## src/rtl/led_status_pkg.sv

```systemverilog
// Shared types for the LED status bank: display modes and the shared
// scan/breathe direction.
package led_status_pkg;

    typedef enum logic [1:0] {
        COUNT   = 2'd0,
        SCAN    = 2'd1,
        BREATHE = 2'd2,
        OFF     = 2'd3
    } mode_e;

    typedef enum logic {
        UP = 1'b0,
        DN = 1'b1
    } dir_e;

endpackage

```

## src/rtl/sync2.sv

```systemverilog
// Generic two-flop synchroniser for a slow asynchronous level such as
// the MMCM lock.
module sync2 (
    input  logic clk,
    input  logic rst,
    input  logic d,
    output logic q
);

    logic meta;

    always_ff @(posedge clk or posedge rst) begin
        if (rst) begin
            meta <= 1'b0;
            q    <= 1'b0;
        end else begin
            meta <= d;
            q    <= meta;
        end
    end

endmodule

```

## src/rtl/led_status_bank.sv

```systemverilog
// N-channel LED status driver with COUNT / SCAN / BREATHE / OFF display
// modes, gated on the synchronised clock-wizard lock.
module led_status_bank
    import led_status_pkg::*;
#(
    parameter int NUM_LEDS = 8,
    parameter int CNT_W    = 64,
    parameter int TAP_LO   = 24,
    parameter int TICK_BIT = 22,
    parameter int PWM_W    = 8
) (
    input  logic                clk_400_000,
    input  logic                RESET,
    input  logic                locked,
    input  logic [1:0]          mode_sel,
    input  logic                mode_stb,
    output logic [NUM_LEDS-1:0] leds,
    output logic                tick
);

    localparam int POS_W = (NUM_LEDS > 1) ? $clog2(NUM_LEDS) : 1;
    localparam logic [POS_W-1:0] POS_LAST = POS_W'(NUM_LEDS - 1);
    localparam logic [POS_W-1:0] POS_TURN = POS_W'((NUM_LEDS > 1) ? NUM_LEDS - 2 : 0);
    localparam logic [PWM_W-1:0] LEVEL_MAX = '1;

    logic                lk;
    logic [CNT_W-1:0]    counter;
    logic                tick_c;
    mode_e               mode;
    dir_e                dir;
    logic [POS_W-1:0]    pos;
    logic [PWM_W-1:0]    level;

    mode_e               mode_eff;
    logic [POS_W-1:0]    pos_eff;
    logic [PWM_W-1:0]    level_eff;
    logic [NUM_LEDS-1:0] leds_c;

    sync2 u_lock_sync (
        .clk (clk_400_000),
        .rst (RESET),
        .d   (locked),
        .q   (lk)
    );

    assign tick_c = &counter[TICK_BIT-1:0];

    always_ff @(posedge clk_400_000 or posedge RESET) begin
        if (RESET) begin
            counter <= '0;
        end else if (!lk) begin
            counter <= '0;
        end else begin
            counter <= counter + CNT_W'(1);
        end
    end

    always_ff @(posedge clk_400_000 or posedge RESET) begin
        if (RESET) begin
            tick <= 1'b0;
        end else begin
            tick <= lk & tick_c;
        end
    end

    // The mode register keeps its value across lock loss; only the
    // per-mode animation state is cleared.
    always_ff @(posedge clk_400_000 or posedge RESET) begin
        if (RESET) begin
            mode <= COUNT;
        end else if (mode_stb) begin
            mode <= mode_e'(mode_sel);
        end
    end

    always_ff @(posedge clk_400_000 or posedge RESET) begin
        if (RESET) begin
            pos   <= '0;
            dir   <= UP;
            level <= '0;
        end else if (!lk || mode_stb) begin
            pos   <= '0;
            dir   <= UP;
            level <= '0;
        end else if (tick_c) begin
            case (mode)
                SCAN: begin
                    if (NUM_LEDS == 1) begin
                        pos <= '0;
                    end else if (dir == UP) begin
                        if (pos == POS_LAST) begin
                            dir <= DN;
                            pos <= POS_TURN;
                        end else begin
                            pos <= pos + POS_W'(1);
                        end
                    end else begin
                        if (pos == '0) begin
                            dir <= UP;
                            pos <= POS_W'(1);
                        end else begin
                            pos <= pos - POS_W'(1);
                        end
                    end
                end
                BREATHE: begin
                    if (dir == UP) begin
                        if (level == LEVEL_MAX) begin
                            dir   <= DN;
                            level <= LEVEL_MAX - PWM_W'(1);
                        end else begin
                            level <= level + PWM_W'(1);
                        end
                    end else begin
                        if (level == '0) begin
                            dir   <= UP;
                            level <= PWM_W'(1);
                        end else begin
                            level <= level - PWM_W'(1);
                        end
                    end
                end
                default: begin
                end
            endcase
        end
    end

    // A strobe is folded in here so the new mode shows on the very next edge.
    always_comb begin
        mode_eff  = mode_stb ? mode_e'(mode_sel) : mode;
        pos_eff   = mode_stb ? '0 : pos;
        level_eff = mode_stb ? '0 : level;
        leds_c    = '0;
        case (mode_eff)
            COUNT:   leds_c = counter[TAP_LO +: NUM_LEDS];
            SCAN:    leds_c = NUM_LEDS'(1) << pos_eff;
            BREATHE: leds_c = {NUM_LEDS{counter[PWM_W-1:0] < level_eff}};
            default: leds_c = '0;
        endcase
    end

    always_ff @(posedge clk_400_000 or posedge RESET) begin
        if (RESET) begin
            leds <= '0;
        end else begin
            leds <= lk ? leds_c : '0;
        end
    end

endmodule

```

## config.mk

```make
export PLATFORM = sky130hd
export DESIGN_NAME = led_status_bank
export DESIGN_NICKNAME = d
export VERILOG_FILES = /design/src/rtl/led_status_pkg.sv /design/src/rtl/sync2.sv /design/src/rtl/led_status_bank.sv
export SDC_FILE = /design/constraint.sdc
export NUM_CORES = 1
export LEC_CHECK = 0
export CELL_PAD_IN_SITES_DETAIL_PLACEMENT = 2
export CELL_PAD_IN_SITES_GLOBAL_PLACEMENT = 2
export CORE_MARGIN = 2
export CORE_UTILIZATION = 40
export CTS_BUF_LIST = sky130_fd_sc_hd__clkbuf_8
export CTS_CLUSTER_DIAMETER = 100
export DETAILED_ROUTE_END_ITERATION = 8
export PLACE_DENSITY_LB_ADDON = 0.1
export SLEW_MARGIN = 25
export SYNTH_ARGS = -nofsm -noshare
export SYNTH_HDL_FRONTEND = slang
export SYNTH_SLANG_ARGS = --single-unit
```

## constraint.sdc

```tcl
create_clock -name clk_400_000 -period 2.4 [get_ports clk_400_000]
set_input_delay 0.24 -clock clk_400_000 [delete_from_list [all_inputs] [get_ports clk_400_000]]
set_output_delay 0.24 -clock clk_400_000 [all_outputs]
set_load 0.03 [all_outputs]
```

Word-level counts from Yosys, hierarchy flattened
Index checks and enable logic that the tools add are counted.

word-level totals
  flip-flop bits (word level) = 89
  bits of input ports = 6
  word-level logic and storage cells = 63

operators by class
  add/subtract/negate cells = 5
  magnitude comparators = 1
  eq/ne operators = 6
  shift-type cells = 1
  mux-type cells = 27
  bitwise gates (word level) = 1
  reduce and logical (&&, ||, !) cells = 13

operators with widths
  cell                     number
  $add A64 B1 Y64 const B  1
  $mux W64                 1
  $mux W8                  8
  $pmux W8 S3              1
  $reduce_and A22 Y1       1
  $mux W3                  7
  $add A8 B1 Y8 const B    1
  $eq A8 B8 Y1 const B     1
  $logic_not A8 Y1         1
  $lt A8 B8 Y1             1
  $mux W1                  8
  $shl A1 B3 Y8 const A    1
  $sub A8 B1 Y8 const B    1
  $reduce_and A2 Y1        3
  $reduce_bool A2 Y1       3
  $eq A2 B1 Y1 const B     2
  $eq A2 B2 Y1 const B     2
  $add A3 B1 Y3 const B    1
  $eq A3 B3 Y1 const B     1
  $logic_not A3 Y1         1
  $reduce_bool A3 Y1       1
  $sub A3 B1 Y3 const B    1
  $logic_not A2 Y1         1
  $mux W2                  1
  4 further kinds          4

Depth between registers and ports, before layout
Gate-level depths: netlist of the first run.

  word-level depth = 6
  mapped depth = 9

By module
From an unflattened synthesis of the first run, not the netlist that was laid out.

second synthesis, totals
  cell total of the unflattened synthesis = 364
  area, all modules = 3444.6 sq um

modules (own cells, without submodules)
  module           times used  cells an instance  area an instance (sq um)  sequential area each (sq um)
  led_status_bank  1           361                3390.8                    1376.3
  sync2            1           3                  53.8                      50.0

Worst setup path after synthesis of the first run
No wires, ideal clock.

  path kind = register to register
  start point = register counter[0]
  end point = register level[3]
  setup time = 0.125 ns
  arrival time = 1.823 ns
  required time = 2.275 ns
  setup slack = 0.452 ns
  cell stages (with the launch flop) = 7
  cell sequence = dfrtp_1 -> ha_1 -> and4_1 -> nor3b_2 -> a31oi_1 -> clkbuf_1 -> mux2_2

between the ends
  word-level cells in the longest chain between the ends = 3

ends and longest elaborated chain
  what                          RTL line                source
  from (decl)                   led_status_bank.sv:27   logic [CNT_W-1:0] counter;
  from (signal assigned)        led_status_bank.sv:54   counter <= counter + CNT_W'(1);
  $reduce_and A22 Y1            led_status_bank.sv:46   assign tick_c = &counter[TICK_BIT-1:0];
  $reduce_bool A2 Y1 (no line)  -
  $reduce_and A2 Y1 (no line)   -
  to (signal assigned)          led_status_bank.sv:110  level <= LEVEL_MAX - PWM_W'(1);
  to (signal assigned)          led_status_bank.sv:112  level <= level + PWM_W'(1);
  to (signal assigned)          led_status_bank.sv:119  level <= level - PWM_W'(1);
  to (decl)                     led_status_bank.sv:32   logic [PWM_W-1:0] level;

No other way between the ends.
A chain may end at the register's enable or synchronous reset.

Final worst setup path of the first run
  start point = register counter[1]
  end point = register dir

between the ends
  word-level cells in the longest chain between the ends = 3

ends and longest elaborated chain
  what                          RTL line               source
  $reduce_and A22 Y1            led_status_bank.sv:46
  $reduce_bool A2 Y1 (no line)  -
  $reduce_and A2 Y1 (no line)   -
  to (signal assigned)          led_status_bank.sv:79  dir <= UP;
  to (signal assigned)          led_status_bank.sv:83  dir <= UP;
  to (signal assigned)          led_status_bank.sv:92  dir <= DN;
  to (decl)                     led_status_bank.sv:30  dir_e dir;

No other way between the ends.

==> results.py, run 1 <==
metrics = {
    "floorplanning": {
        "die_h_um": 95.8,
        "core_um2": 8180,
        "start_util_pct": 41.2,
        "ios": 15,
        "rows": 33,
        "fp.dieW_um": 95.8,
        "die-area_um2": 9180,
    },
    "logic_synthesis": {
        "synth_flop_cell": "dfrtp_1",
        "netlist.area_leader.share_pct": 42.3,
        "synth.largest_area_cell": "dfrtp_1",
        "syn_area_um2": 3370,
        "synth-seq-cells": 57,
        "synth_seq_area_share_pct": 42.3,
        "synth-edff-count": 0,
        "netlist_instances": 358,
        "ys_top_cells_by_area": "dfrtp_1, and2_1, ha_1",
        "synth.avg_cell_area_um2": 9.42,
        "synthArstFlopShare_pct": 100,
        "ys_types": 50,
        "syn_nets": 379,
        "synth_warnings": 0,
    },
    "clock_tree": {
        "clockBufferDepth": 2,
        "cts_hold_buf": 0,
        "cts.repair.resized": 0,
        "clock_latency_ns": 0.34,
        "clock_sinks": 57,
        "clk_pin_slew_ns": 0.07,
        "cts_setup_buffers": 0,
        "numCtsBuffers": 9,
        "cts_root_buf": "clkbuf_8",
        "cts_tree": "built",
        "h-tree-depth": 3,
    },
    "power_and_ir_drop": {
        "internal-power_uw": 1380,
        "combPwrFrac_pct": 8.0,
        "switching_share_pct": 26.2,
        "fin_total_pwr_uw": 1870,
        "clkPwrFrac_pct": 39.2,
        "switchingPower_uw": 489,
        "p_leak_uw": 0.00174,
        "seq_power_share_pct": 52.8,
        "p_per_area_nw_per_um2": 477,
        "irDropWorstVdd_mv": 0.305,
    },
    "timing": {
        "setup_slack_ns": 0.216,
        "finalHoldViolations": 0,
        "finalSetupTns_ns": 0,
        "period_needed_ns": 2.18,
        "clock_skew_ns": 0.0111,
        "worst_pin_slew_ns": 0.740,
        "max_slew_margin_pct": 50.5,
        "slew_viol_final": 0,
        "rsz0062_at_grt": "false",
        "final.period_utilization_pct": 91.0,
        "max_freq_mhz": 458,
        "finalSetupViolations": 0,
    },
    "layout": {
        "drive_gt1_share_pct": 10.9,
        "fin_cells": 499,
        "fillCellCount": 882,
        "antenna_cells": 0,
        "area_delta_synth_final_pct": 16.2,
        "multiInputGateArea_um2": 1850,
        "layout_common_cells": "dfrtp_1, nand2_1, and2_1",
        "regArea_um2": 1430,
        "nets": 412,
        "final_common_cell": "dfrtp_1",
    },
    "critical_path": {
        "startpoint_type": "flop",
        "crit_start": "counter[1]$_DFF_PP0_",
        "critPathCapture": "dir$_DFFE_PP0P_",
        "rr_startpoint": "counter[1]$_DFF_PP0_",
        "path_class": "flop to flop",
        "r2r_slack_ns": 0.22,
        "reg2regPathDepth": 7,
        "arrival_ns": 2.41,
        "cp_max_fo": 11,
        "cp.required_ns": 2.62,
        "reg2reg_to": "dir$_DFFE_PP0P_",
        "endpoint_kind": "flop",
    },
    "routing": {
        "firstDrtPassIters": 4,
        "route.detailed.drc": 0,
        "drtIter0Drc": 86,
        "post_drt_wl_per_cell_um": 19.5,
        "drt_wl_total_mm": 9.72,
        "drtAntennaViolNets": 0,
        "viasPerCell": 5.62,
        "vias": 2802,
    },
    "global_route": {
        "grt_pass1_vias": 3091,
        "grt_start_max_net_pins": 37,
        "grt.total_usage_pct": 23.4,
        "overflow": 0,
        "grt_pass1_wl_mm": 16.4,
        "antenna_found_initial": 0,
    },
    "placement": {
        "numPortBuffers": 14,
        "dp_cells": 485,
        "place.gp.congestion": 0.819,
        "place_ws_ns": -0.0679,
        "hpwlAfterDp_mm": 7.16,
    },
    "status": {
        "status": "finished, final reports clean",
    },
    "job": {
        "maxCapViolations": 0,
    },
    "hold_path": {
        "hold_path_class": "input pin to async pin",
    },
}
Yosys cell counts, drive strengths merged, types with 5 or more instances:
master / count
xor2: 8
and3: 8
inv: 15
a21oi: 17
xnor2: 21
nand2: 31
clkbuf: 12
ha: 15
nor2: 22
dfrtp: 57
nand2b: 12
nor3: 5
nand3: 17
and2: 30
nor2b: 5
nand4: 15
o21ai: 12
registers in the layout, summed over array words and instances, names as in the netlist:
register and cells:
level 8, counter 32, leds 8, mode 2
pos 3, u_lock_sync.meta 1, dir 1, tick 1
u_lock_sync.q 1
critical path, stage by stage, from the launching register on:
cell     delay, ns
dfrtp_1       0.40
ha_1          0.25
and4_1        0.24
nor3b_2       0.29
buf_4         0.26
and2_1        0.24
a21oi_1       0.12
mux2_2        0.28
worst min-delay path by stage:
stage,cells past startpoint,slack [ns],to,from
floorplan,0,0.27,u_lock_sync.meta$_DFF_PP0_,locked
global placement,0,0.37,u_lock_sync.q$_DFF_PP0_,u_lock_sync.meta$_DFF_PP0_
detailed placement,0,0.35,u_lock_sync.q$_DFF_PP0_,u_lock_sync.meta$_DFF_PP0_
CTS,2,0.25,counter[17]$_DFF_PP0_,RESET
global route,2,0.30,counter[5]$_DFF_PP0_,RESET
finish,2,0.25,counter[5]$_DFF_PP0_,RESET
power by group through the flow:
stage | clock [uW] | combinational (uW) | sequential, uW
finish | 732 | 149 | 988
detailed placement | 0 | 149 | 1010
floorplan | 0 | 73.8 | 1010
CTS | 761 | 150 | 988
global route | 798 | 165 | 988
global placement | 0 | 143 | 1000
layer usage:
layer	wire length [um]	GRT usage, %
met5	0	0
met4	85	5.71
met3	190	3.84
met2	4930	40.0
met1	4510	31.1
cell families after synthesis:
group / Yosys count / share of synthesized area, %
simple gates: 165 / 28.4
compound gates: 61 / 11.9
fa+ha+maj: 15 / 5.57
flops: 57 / 42.3
buf+inv: 27 / 3.01
mux: 4 / 1.26
xor+xnor: 29 / 7.53
cell type report:
class                           count  share of cell area (%)
Multi-Input combinational cell    274                    47.2
Tap cell                          105                    3.35
Clock buffer                        9                    3.16
Timing Repair Buffer               34                    7.73
Sequential cell                    57                    36.4
Clock inverter                      5                   0.671
Inverter                           15                    1.44
stage by stage:
step | instance area [um^2] | hold WS, ns | util [%]
after detailed placement | 3760 | 0.354 | 46.0
after global placement | 3760 | 0.366 | 46.0
after floorplan | 3370 | 0.271 | -
after global routing | 3920 | 0.297 | 47.9
final | 3920 | 0.245 | 47.9
after CTS | 3910 | 0.251 | 47.8
No activity file was read; power rests on OpenSTA's default activity.
==> run 2, diff against run 1 <==
- ABC_CLOCK_PERIOD_IN_PS: unset -> 2400
==> results of run 2 <==
The final DEF is identical to that of run 1; final timing and power are the same.
==> run 3, diff against run 2 <==
- ABC_AREA: unset -> 1
- ABC_CLOCK_PERIOD_IN_PS: 2400 -> 2000
- CORE_UTILIZATION: 40 -> 32
- MAX_ROUTING_LAYER: unset -> met4
- clock period: 2.4 -> 2 ns (I/O delays scaled with it)
==> results.py, run 3 <==
metrics = {
    "status": {
        "status": "finished, final reports clean",
    },
    "layout": {
        "layout_common_cells": "nand2_1, nor2_1, inv_1",
        "regMostFlops": "counter",
        "fillCellCount": 1380,
        "antenna_cells": 0,
        "multiInputGateArea_um2": 1960,
        "regArea_um2": 1430,
        "fin_area_um2": 4300,
        "largest_reg_flops": 32,
        "drive_gt1_share_pct": 9.62,
        "nets": 599,
        "reg_top3": "counter (32), leds (8), level (8)",
        "finalCoreUtilization_pct": 38.1,
        "area_delta_synth_final_pct": 17.5,
        "final_common_cell": "nand2_1",
    },
    "logic_synthesis": {
        "syn_area_um2": 3660,
        "yosys-top-cells-count": "nand2_1, nor2_1, inv_1, dfrtp_1, nand3_1",
        "synth_warnings": 0,
        "synth_top_family_by_area": "simple AND/OR/NAND/NOR gates",
        "synth_seq_area_share_pct": 39.0,
        "syn_nets": 560,
        "netlist_instances": 539,
        "synth.largest_area_cell": "dfrtp_1",
        "synth.avg_cell_area_um2": 6.79,
        "synth-seq-cells": 57,
        "netlist.area_leader.share_pct": 39.0,
        "synth-edff-count": 0,
        "synthAdderAreaFrac_pct": 5.13,
        "ys_types": 32,
        "synthXorXnorAreaFrac_pct": 1.68,
        "ys_top_cells_by_area": "dfrtp_1, nand2_1, nor2_1",
        "synth_compound_gate_area_share_pct": 9.47,
        "synthArstFlopShare_pct": 100,
        "synth_flop_cell": "dfrtp_1",
        "muxShareOfSynthArea_pct": 0,
        "yosysMostFrequentCell": "nand2_1",
        "synth-simple-area-share_pct": 37.2,
    },
    "clock_tree": {
        "numCtsBuffers": 9,
        "clk_pin_slew_ns": 0.07,
        "cts_root_buf": "clkbuf_8",
        "clock_sinks": 57,
        "clockBufferDepth": 2,
        "h-tree-depth": 3,
        "cts_hold_buf": 0,
        "clock_latency_ns": 0.36,
        "cts_tree": "built",
    },
    "critical_path": {
        "critPathTopFamily": "simple AND/OR/NAND/NOR gates",
        "cp_max_fo": 4,
        "worst-path-buf-inv": 1,
        "arrival_ns": 2.15,
        "startpoint_type": "flop",
        "max_stage_delay_ns": 0.40,
        "endpoint_kind": "flop",
        "cp_slowest_cell": "dfrtp_1",
        "path_cells": "ha_1 -> nand2_2 -> nor2_4 -> nand2_2 -> nor2_4 -> buf_4 -> nand2_1 -> o21ai_0 -> nand2_1 -> nor2_1",
        "r2r_slack_ns": 0.15,
        "cp.required_ns": 2.29,
        "path_class": "flop to flop",
    },
    "global_route": {
        "grt_start_max_net_pins": 58,
        "overflow": 0,
        "grt_pass1_wl_mm": 21.2,
        "grt.total_usage_pct": 22.7,
        "grt_pass1_vias": 4011,
        "antenna_found_initial": 0,
    },
    "timing": {
        "max_slew_margin_pct": 62.2,
        "worst_pin_slew_ns": 0.567,
        "period_needed_ns": 1.85,
        "setup_slack_ns": 0.147,
        "finalSetupViolations": 0,
        "rsz0062_at_grt": "false",
        "slew_viol_final": 0,
        "final.period_utilization_pct": 92.7,
        "finalHoldViolations": 0,
        "max_freq_mhz": 540,
        "clock_skew_ns": 0.00982,
    },
    "routing": {
        "viasPerCell": 4.97,
        "drtAntennaViolNets": 0,
        "vias": 3604,
        "drt_wl_total_mm": 12.4,
        "route.detailed.drc": 0,
        "drtIter0Drc": 158,
        "post_drt_wl_per_cell_um": 17.1,
        "firstDrtPassIters": 4,
    },
    "placement": {
        "hpwlAfterDp_mm": 9.58,
        "place.gp.congestion": 0.836,
        "numPortBuffers": 14,
        "place_ws_ns": -0.0884,
        "placed_cell_area_um2": 4110,
    },
    "floorplanning": {
        "rows": 39,
        "start_util_pct": 32.5,
        "die_h_um": 111,
        "core_um2": 11300,
        "ios": 15,
        "die-area_um2": 12300,
        "fp.dieW_um": 111,
    },
    "power_and_ir_drop": {
        "combPwrFrac_pct": 11.5,
        "seq_power_share_pct": 49.1,
        "switchingPower_uw": 706,
        "fin_total_pwr_uw": 2440,
        "irDropWorstVdd_mv": 0.269,
        "p_per_area_nw_per_um2": 569,
        "p_leak_uw": 0.00197,
        "clkPwrFrac_pct": 39.4,
        "internal-power_uw": 1740,
        "switching_share_pct": 28.9,
    },
    "job": {
        "maxCapViolations": 0,
    },
    "hold_path": {
        "hold_path_class": "input pin to async pin",
    },
}
[run 3: changes by cell type after synthesis, sizes merged, moves of 12 or more]
| cell | change |
|---|---|
| a21oi | +16 |
| and2 | -30 |
| inv | +48 |
| nand2 | +127 |
| nand2b | -12 |
| nand3 | +19 |
| nor2 | +79 |
| nor3 | +12 |
| o21ai | +14 |
| xnor2 | -20 |
[run 3: kinds of logic (layout without fill, tap and decap cells)]
family,Yosys count,after routing
AND/OR/NAND/NOR,324,324
buffers and inverters,72,115
AO/OA/AOI/OAI,64,64
flip-flops,57,57
adder cells (fa/ha/maj),15,15
XOR/XNOR,7,7
[run 3: power by group through the flow]
stage	Clock [uW]	Combinational (uW)	Sequential, uW
after global routing	1050	322	1200
final	964	281	1200
after global placement	0	266	1220
after detailed placement	0	279	1220
after CTS	1020	282	1200
after floorplan	0	151	1230
[run 3: layout make-up]
class,instances,area share (%)
multi-input cells,410,45.6
flip-flops and latches,57,33.2
repair buffers,36,7.69
inverters,64,5.59
well taps,143,4.16
clock buffers,10,3.20
clock inverters,5,0.582
[run 3: worst register-to-register path, cell delays in order (launching register included)]
cell and delay (ns):
dfrtp_1 0.40, ha_1 0.25, nand2_2 0.10, nor2_4 0.12, nand2_2 0.09, nor2_4 0.22
buf_4 0.16, nand2_1 0.11, o21ai_0 0.18, nand2_1 0.08, nor2_1 0.08
[run 3: worst paths after layout]
path,cells after the start,start,to
min in group clk_400_000,1,locked,u_lock_sync.meta$_DFF_PP0_
worst max-delay path,10,counter[1]$_DFF_PP0_,counter[28]$_DFF_PP0_
worst min-delay path,3,RESET,pos[2]$_DFFE_PP0P_
worst max register to register,10,counter[1]$_DFF_PP0_,counter[28]$_DFF_PP0_
worst min register to register,0,u_lock_sync.meta$_DFF_PP0_,u_lock_sync.q$_DFF_PP0_
max in group asynchronous,3,RESET,counter[10]$_DFF_PP0_
[run 3: routing by layer]
layer  vias to the layer above  part of all wire, %  global-route usage [%]
met5                         -                    0                       -
met4                         0                  2.0                    8.50
met3                        17                  2.5                    3.12
met2                        35                   46                    34.6
met1                      1764                   50                    31.0
li1                       1788                    -                       -
[run 3: timing repair]
item	in CTS	in global routing
buffers inserted	0	1
endpoints found under the setup margin	0	8
resized for setup	0	1
[run 3: through the flow]
step,setup TNS (ns),std cells,hold WS (ns)
finish,0,725,0.226
global route,0,725,0.266
CTS,0,724,0.233
detailed placement,-0.521,709,0.342
global placement,0,709,0.338
floorplan,0,539,0.231
